### src/rtl/fact_bcd_conv.sv
// -----------------------------------------------------------------------------
// fact_bcd_conv
//
// Sequential binary-to-BCD converter for the factorial stage result. It uses
// shift-and-add-3 (double-dabble) and processes one binary bit per clock. It
// also reports how many decimal digits are significant, so the readout stage
// can blank leading zeros.
//
// DIGITS must be large enough that 10^DIGITS > 2^(WIDTH*11).
//
// Ports:
//   clk      rising-edge clock
//   rst_n    asynchronous active-low reset
//   start    request a conversion of facto (sampled only while idle)
//   facto    binary value from the factorial stage, captured on accepted start
//   busy     high while a conversion is in progress
//   done     one-cycle pulse when bcd/ndigits update
//   bcd      packed BCD result, digit 0 in bits [3:0]
//   ndigits  number of significant digits (1..DIGITS); 0 only out of reset
// -----------------------------------------------------------------------------
module fact_bcd_conv #(
  parameter int WIDTH  = 4,
  parameter int DIGITS = 14
) (
  input  logic                   clk,
  input  logic                   rst_n,
  input  logic                   start,
  input  logic [WIDTH*11-1:0]    facto,
  output logic                   busy,
  output logic                   done,
  output logic [DIGITS*4-1:0]    bcd,
  output logic [3:0]             ndigits
);

  localparam int BIN_W = WIDTH * 11;
  localparam int BCD_W = DIGITS * 4;
  localparam int CNT_W = $clog2(BIN_W + 1);

  typedef enum logic [1:0] {
    IDLE,
    SHIFT,
    FINISH
  } state_t;

  state_t             state;
  state_t             state_nxt;
  logic [BIN_W-1:0]   bin_sr;
  logic [BCD_W-1:0]   scratch;
  logic [BCD_W-1:0]   scratch_adj;
  logic [CNT_W-1:0]   bit_cnt;

  // Position of the highest nonzero digit plus one; an all-zero value still
  // shows a single "0" digit.
  function automatic logic [3:0] sig_digits(input logic [BCD_W-1:0] v);
    logic [3:0] n;
    n = 4'd1;
    for (int i = 1; i < DIGITS; i++) begin
      if (v[i*4 +: 4] != 4'd0) n = 4'(i + 1);
    end
    return n;
  endfunction

  // Add-3 correction on every digit in parallel, ahead of the shift. A digit
  // of 5..9 becomes 8..12, so after doubling it carries into the next digit
  // and no digit ever holds 10..15.
  always_comb begin
    // NOTE: default assignment first so every path drives scratch_adj and no
    // latch is inferred.
    scratch_adj = scratch;
    for (int i = 0; i < DIGITS; i++) begin
      if (scratch[i*4 +: 4] >= 4'd5) scratch_adj[i*4 +: 4] = scratch[i*4 +: 4] + 4'd3;
    end
  end

  // Next-state logic. The counter holds the number of shifts still to do, so
  // the shift taken with bit_cnt == 1 is the last one.
  always_comb begin
    state_nxt = state;
    unique case (state)
      IDLE:    if (start) state_nxt = SHIFT;
      SHIFT:   if (bit_cnt == CNT_W'(1)) state_nxt = FINISH;
      FINISH:  state_nxt = IDLE;
      default: state_nxt = IDLE;
    endcase
  end

  // State register and datapath. busy is decoded from the next state, so it
  // is a true register output that is already high in the first SHIFT cycle.
  always_ff @(posedge clk or negedge rst_n) begin
    if (!rst_n) begin
      state   <= IDLE;
      busy    <= 1'b0;
      done    <= 1'b0;
      bcd     <= '0;
      ndigits <= '0;
      bin_sr  <= '0;
      scratch <= '0;
      bit_cnt <= '0;
    end else begin
      // NOTE: non-blocking assignments so every register samples the values
      // from before this edge, whatever the statement order.
      state <= state_nxt;
      busy  <= (state_nxt != IDLE);
      done  <= 1'b0;
      unique case (state)
        IDLE: begin
          if (start) begin
            bin_sr  <= facto;
            scratch <= '0;
            bit_cnt <= CNT_W'(BIN_W);
          end
        end
        SHIFT: begin
          // The binary MSB enters bit 0 of scratch digit 0.
          {scratch, bin_sr} <= {scratch_adj[BCD_W-2:0], bin_sr, 1'b0};
          bit_cnt           <= bit_cnt - CNT_W'(1);
        end
        FINISH: begin
          bcd     <= scratch;
          ndigits <= sig_digits(scratch);
          done    <= 1'b1;
        end
        default: ;
      endcase
    end
  end

endmodule

### config.mk
export PLATFORM = sky130hd
export DESIGN_NAME = fact_bcd_conv
export DESIGN_NICKNAME = d
export VERILOG_FILES = /design/src/rtl/fact_bcd_conv.sv
export SDC_FILE = /design/constraint.sdc
export NUM_CORES = 1
export LEC_CHECK = 0
export ABC_AREA = 1
export BUFFER_PORTS_ARGS = -buffer_cell sky130_fd_sc_hd__clkbuf_2
export CORE_MARGIN = 2
export CORE_UTILIZATION = 43
export CTS_CLUSTER_SIZE = 16
export DETAILED_ROUTE_END_ITERATION = 10
export GPL_TIMING_DRIVEN = 0
export MAX_ROUTING_LAYER = met4
export PLACE_DENSITY = 0.71
export SLEW_MARGIN = 20
export SYNTH_ARGS = -nofsm -noshare
export SYNTH_HDL_FRONTEND = slang
export SYNTH_SLANG_ARGS = --single-unit
### constraint.sdc
create_clock -name clk -period 2 [get_ports clk]
set_input_delay 0 -clock clk [delete_from_list [all_inputs] [get_ports clk]]
set_output_delay 0 -clock clk [all_outputs]
set_load 0.1 [all_outputs]
==> results.cfg <==
[timing]
timing_hold_violations_final = 0
final.setup.tns_ns = 0
worst-slew-pin-transition_ns = 0.695
finalWorstPathRequiredPeriod_ns = 1.82
timing.fmax_mhz = 551
grt_setup_unrepaired = false
setup_violations = 0
report.final.slew_viol_count = 0
timing.clock.skew_ns = 0.0153
min_period_over_period_pct = 90.8
relSlewSlack_pct = 53.7

[global_routing]
globalRouteTotalUtil_pct = 20.8
global_route_wire_length_before_repair_mm = 31.5
grt_start_max_net_pins = 78
vias_in_the_first_global_route = 6518
antenna_found_initial = 1
gr-total-overflow = 0

[clocking]
cts_made_buffers = 17
clock_latency_ns = 0.44
post_cts_setup_buffer_count = 0
clock_tree_from_tritoncts = built
cts.clk_slew.worst_paths_ns = 0.07
library_cell_used_as_clock_root_buffer = sky130_fd_sc_hd__clkbuf_16
htreeDepth = 4
clock_sink_count = 170
clk_path_buf_depth = 2

[worst_setup_path]
critical_path.max_fanout = 4
timing.critical_path.required_ns = 2.27
reg2reg_setup_slack_ns = 0.18
critical_path.endpoint_type = register
worst_ep_arrival_time_ns = 2.09
setup.worst_path.class = register to register
cp-start-kind = register

[finish]
most-common-layout-cells = sky130_fd_sc_hd__dfrtp_1, sky130_fd_sc_hd__nand2_1, sky130_fd_sc_hd__o21ai_0
layout.cells.most_common = sky130_fd_sc_hd__dfrtp_1
fillerInstances = 1569
drive_gt1_share_pct = 17.2
areaGrowthSynthToFinish_pct = 25.6
final_nets = 1093

[synth]
ys.warnings.count = 0
post_synth_instance_area_um2 = 7780
synthMuxAreaShare_pct = 0.129
post_synth_inst_count = 842
synth_cell_types = 31
synth_fa_ha_area_share_pct = 4.83
asyncSetResetFlopFracSynth_pct = 100
yosys_most_used_dff = sky130_fd_sc_hd__dfrtp_1
largest_family_of_logic_cells_by_synthesized_area = compound AO/OA/AOI/OAI gates
synthDominantAreaCellType = sky130_fd_sc_hd__dfrtp_1
synth_compound_area_share_pct = 18.7
number_of_synthesized_flops_with_an_enable_pin = 0
syn-num-nets = 919
synth.ff_latch_count = 170
synth_xor_area_share_pct = 2.93
sequential_element_share_of_the_synthesized_area_pct = 54.7
post_synth.cell_area_avg_um2 = 9.24
leading_cell_types_by_total_area_after_synthesis = sky130_fd_sc_hd__dfrtp_1, sky130_fd_sc_hd__o21ai_0, sky130_fd_sc_hd__nand2_1
post_synth_and_or_nand_nor_area_fraction_pct = 10.5
netlist.area_leader.share_pct = 54.7

[pwr]
cell_internal_pwr_mw = 9.55
share_clk_of_total_power_pct = 20.6
combPwrFrac_pct = 46.2
switchingPower_mw = 7.98
power_switching_share_pct = 45.5
power.density_cell_area_nw_per_um2 = 1800
design_power_total_mw = 17.5
p_leak_nw = 4.89
power.sequential.fraction_pct = 33.2
ir_drop_mv = 0.947

[job]
cap_violations = 0

[drt]
vias = 6376
first_pass_iters = 5
post_drt_wl_per_cell_um = 14.8
remaining_drc_errors = 0
route.antenna.remaining_nets = 0
total_wire_length_mm = 18.6
dr.first_iter.drc_count = 312
detail_route.vias_per_cell = 5.06

[placement]
routabilityCongestion = 0.827
io_buffer_count = 108
hpwl_mm = 12.5

[min_path]
hold_path_class = input port to asynchronous set/reset pin

[run_status]
run_status = complete, no violations

[floorplanning]
core_area_um2 = 17800
die_area_um2 = 19200
dieHeight_um = 138
die_width_um = 138
ioPinCount = 109
initial_core_util_pct = 43.6
num_rows = 49
[stage by stage]
stage          cells  worst slack [ns]  hold WS, ns  instance area (um^2)  utilization (%)
3_5_place_dp    1181             0.183      -0.0543                  8670             48.6
2_1_floorplan    842             0.447       -0.296                  7780                -
3_3_place_gp    1179             -2.23        0.227                  8600             48.2
4_1_cts         1258             0.167       0.0473                  9760             54.7
6_report        1259             0.184       0.0443                  9770             54.7
5_1_grt         1259           0.00544       0.0593                  9770             54.7
[synth_stat cells (5+ instances only)]
cell type and instances:
sky130_fd_sc_hd__nand3_1 21, sky130_fd_sc_hd__inv_1 120, sky130_fd_sc_hd__a21oi_1 61, sky130_fd_sc_hd__o22ai_1 61, sky130_fd_sc_hd__o21ai_0 124, sky130_fd_sc_hd__nand2_1 125
sky130_fd_sc_hd__clkbuf_1 20, sky130_fd_sc_hd__ha_1 30, sky130_fd_sc_hd__dfrtp_1 170, sky130_fd_sc_hd__or2_2 13, sky130_fd_sc_hd__o32ai_1 13, sky130_fd_sc_hd__nor2_1 21
sky130_fd_sc_hd__buf_2 13, sky130_fd_sc_hd__inv_2 5, sky130_fd_sc_hd__xor2_1 26
[worst max-delay path, cell delays in order, from the launching register on]
cell and delay (ns):
sky130_fd_sc_hd__dfrtp_1 0.39, sky130_fd_sc_hd__inv_1 0.15, sky130_fd_sc_hd__ha_1 0.19, sky130_fd_sc_hd__inv_1 0.05, sky130_fd_sc_hd__or2_2 0.27, sky130_fd_sc_hd__a21oi_1 0.29
sky130_fd_sc_hd__xor2_1 0.23, sky130_fd_sc_hd__o22ai_1 0.09
[what timing repair did]
item                      in CTS  in global routing
resized for setup              0                  0
hold endpoints to repair     159                  0
hold buffers                  45                  0
[state kept, by name, indices dropped and copies added, names as in the netlist]
name and cells:
scratch 56, bin_sr 44, bit_cnt 6, ndigits 4, bcd 56, state 2, busy 1, done 1
[cell type report]
class	count	area (um^2)	area share (%)
clock inverter	11	194	1.99
antenna	1	2.50	0.0256
timing repair buffer	155	1050	10.8
buffer	38	170	1.74
tap	229	287	2.93
inverter	125	469	4.80
clock buffer	21	450	4.61
sequential	170	4250	43.6
multi-input combinational	509	2880	29.5
[worst paths after layout]
kind	start	endpoint	cells after the start
worst max-delay path	scratch[21]	scratch[21]	7
worst min-delay path	rst_n	bcd[15]	2
worst max register to register	scratch[21]	scratch[21]	7
worst min register to register	bcd[36]	bcd[36]	2
max in group asynchronous	rst_n	bin_sr[18]	4
min in group clk	start	bit_cnt[3]	6
[power by group through the flow]
stage	sequential (mW)	clock, mW	combinational (mW)
2_1_floorplan	7.65	0	4.38
3_5_place_dp	5.84	0	8.00
6_report	5.83	3.61	8.10
3_3_place_gp	5.82	0	7.80
5_1_grt	6.01	3.81	9.01
4_1_cts	5.81	3.67	8.11
[per-layer routing]
layer / share of wire [%] / vias up / GRT usage [%]
li1: - / 3159 / -
met1: 45 / 3042 / 26.0
met2: 48 / 147 / 33.2
met3: 5.2 / 28 / 5.89
met4: 1.5 / 0 / 6.28
met5: 0 / - / -
[cells by family after synthesis]
group | Yosys count
flip-flops | 170
multiplexers | 1
adder cells (fa/ha/maj) | 30
AND/OR/NAND/NOR | 188
buffers and inverters | 163
AO/OA/AOI/OAI | 264
XOR/XNOR | 26
Power figures use the tool's default switching activity.
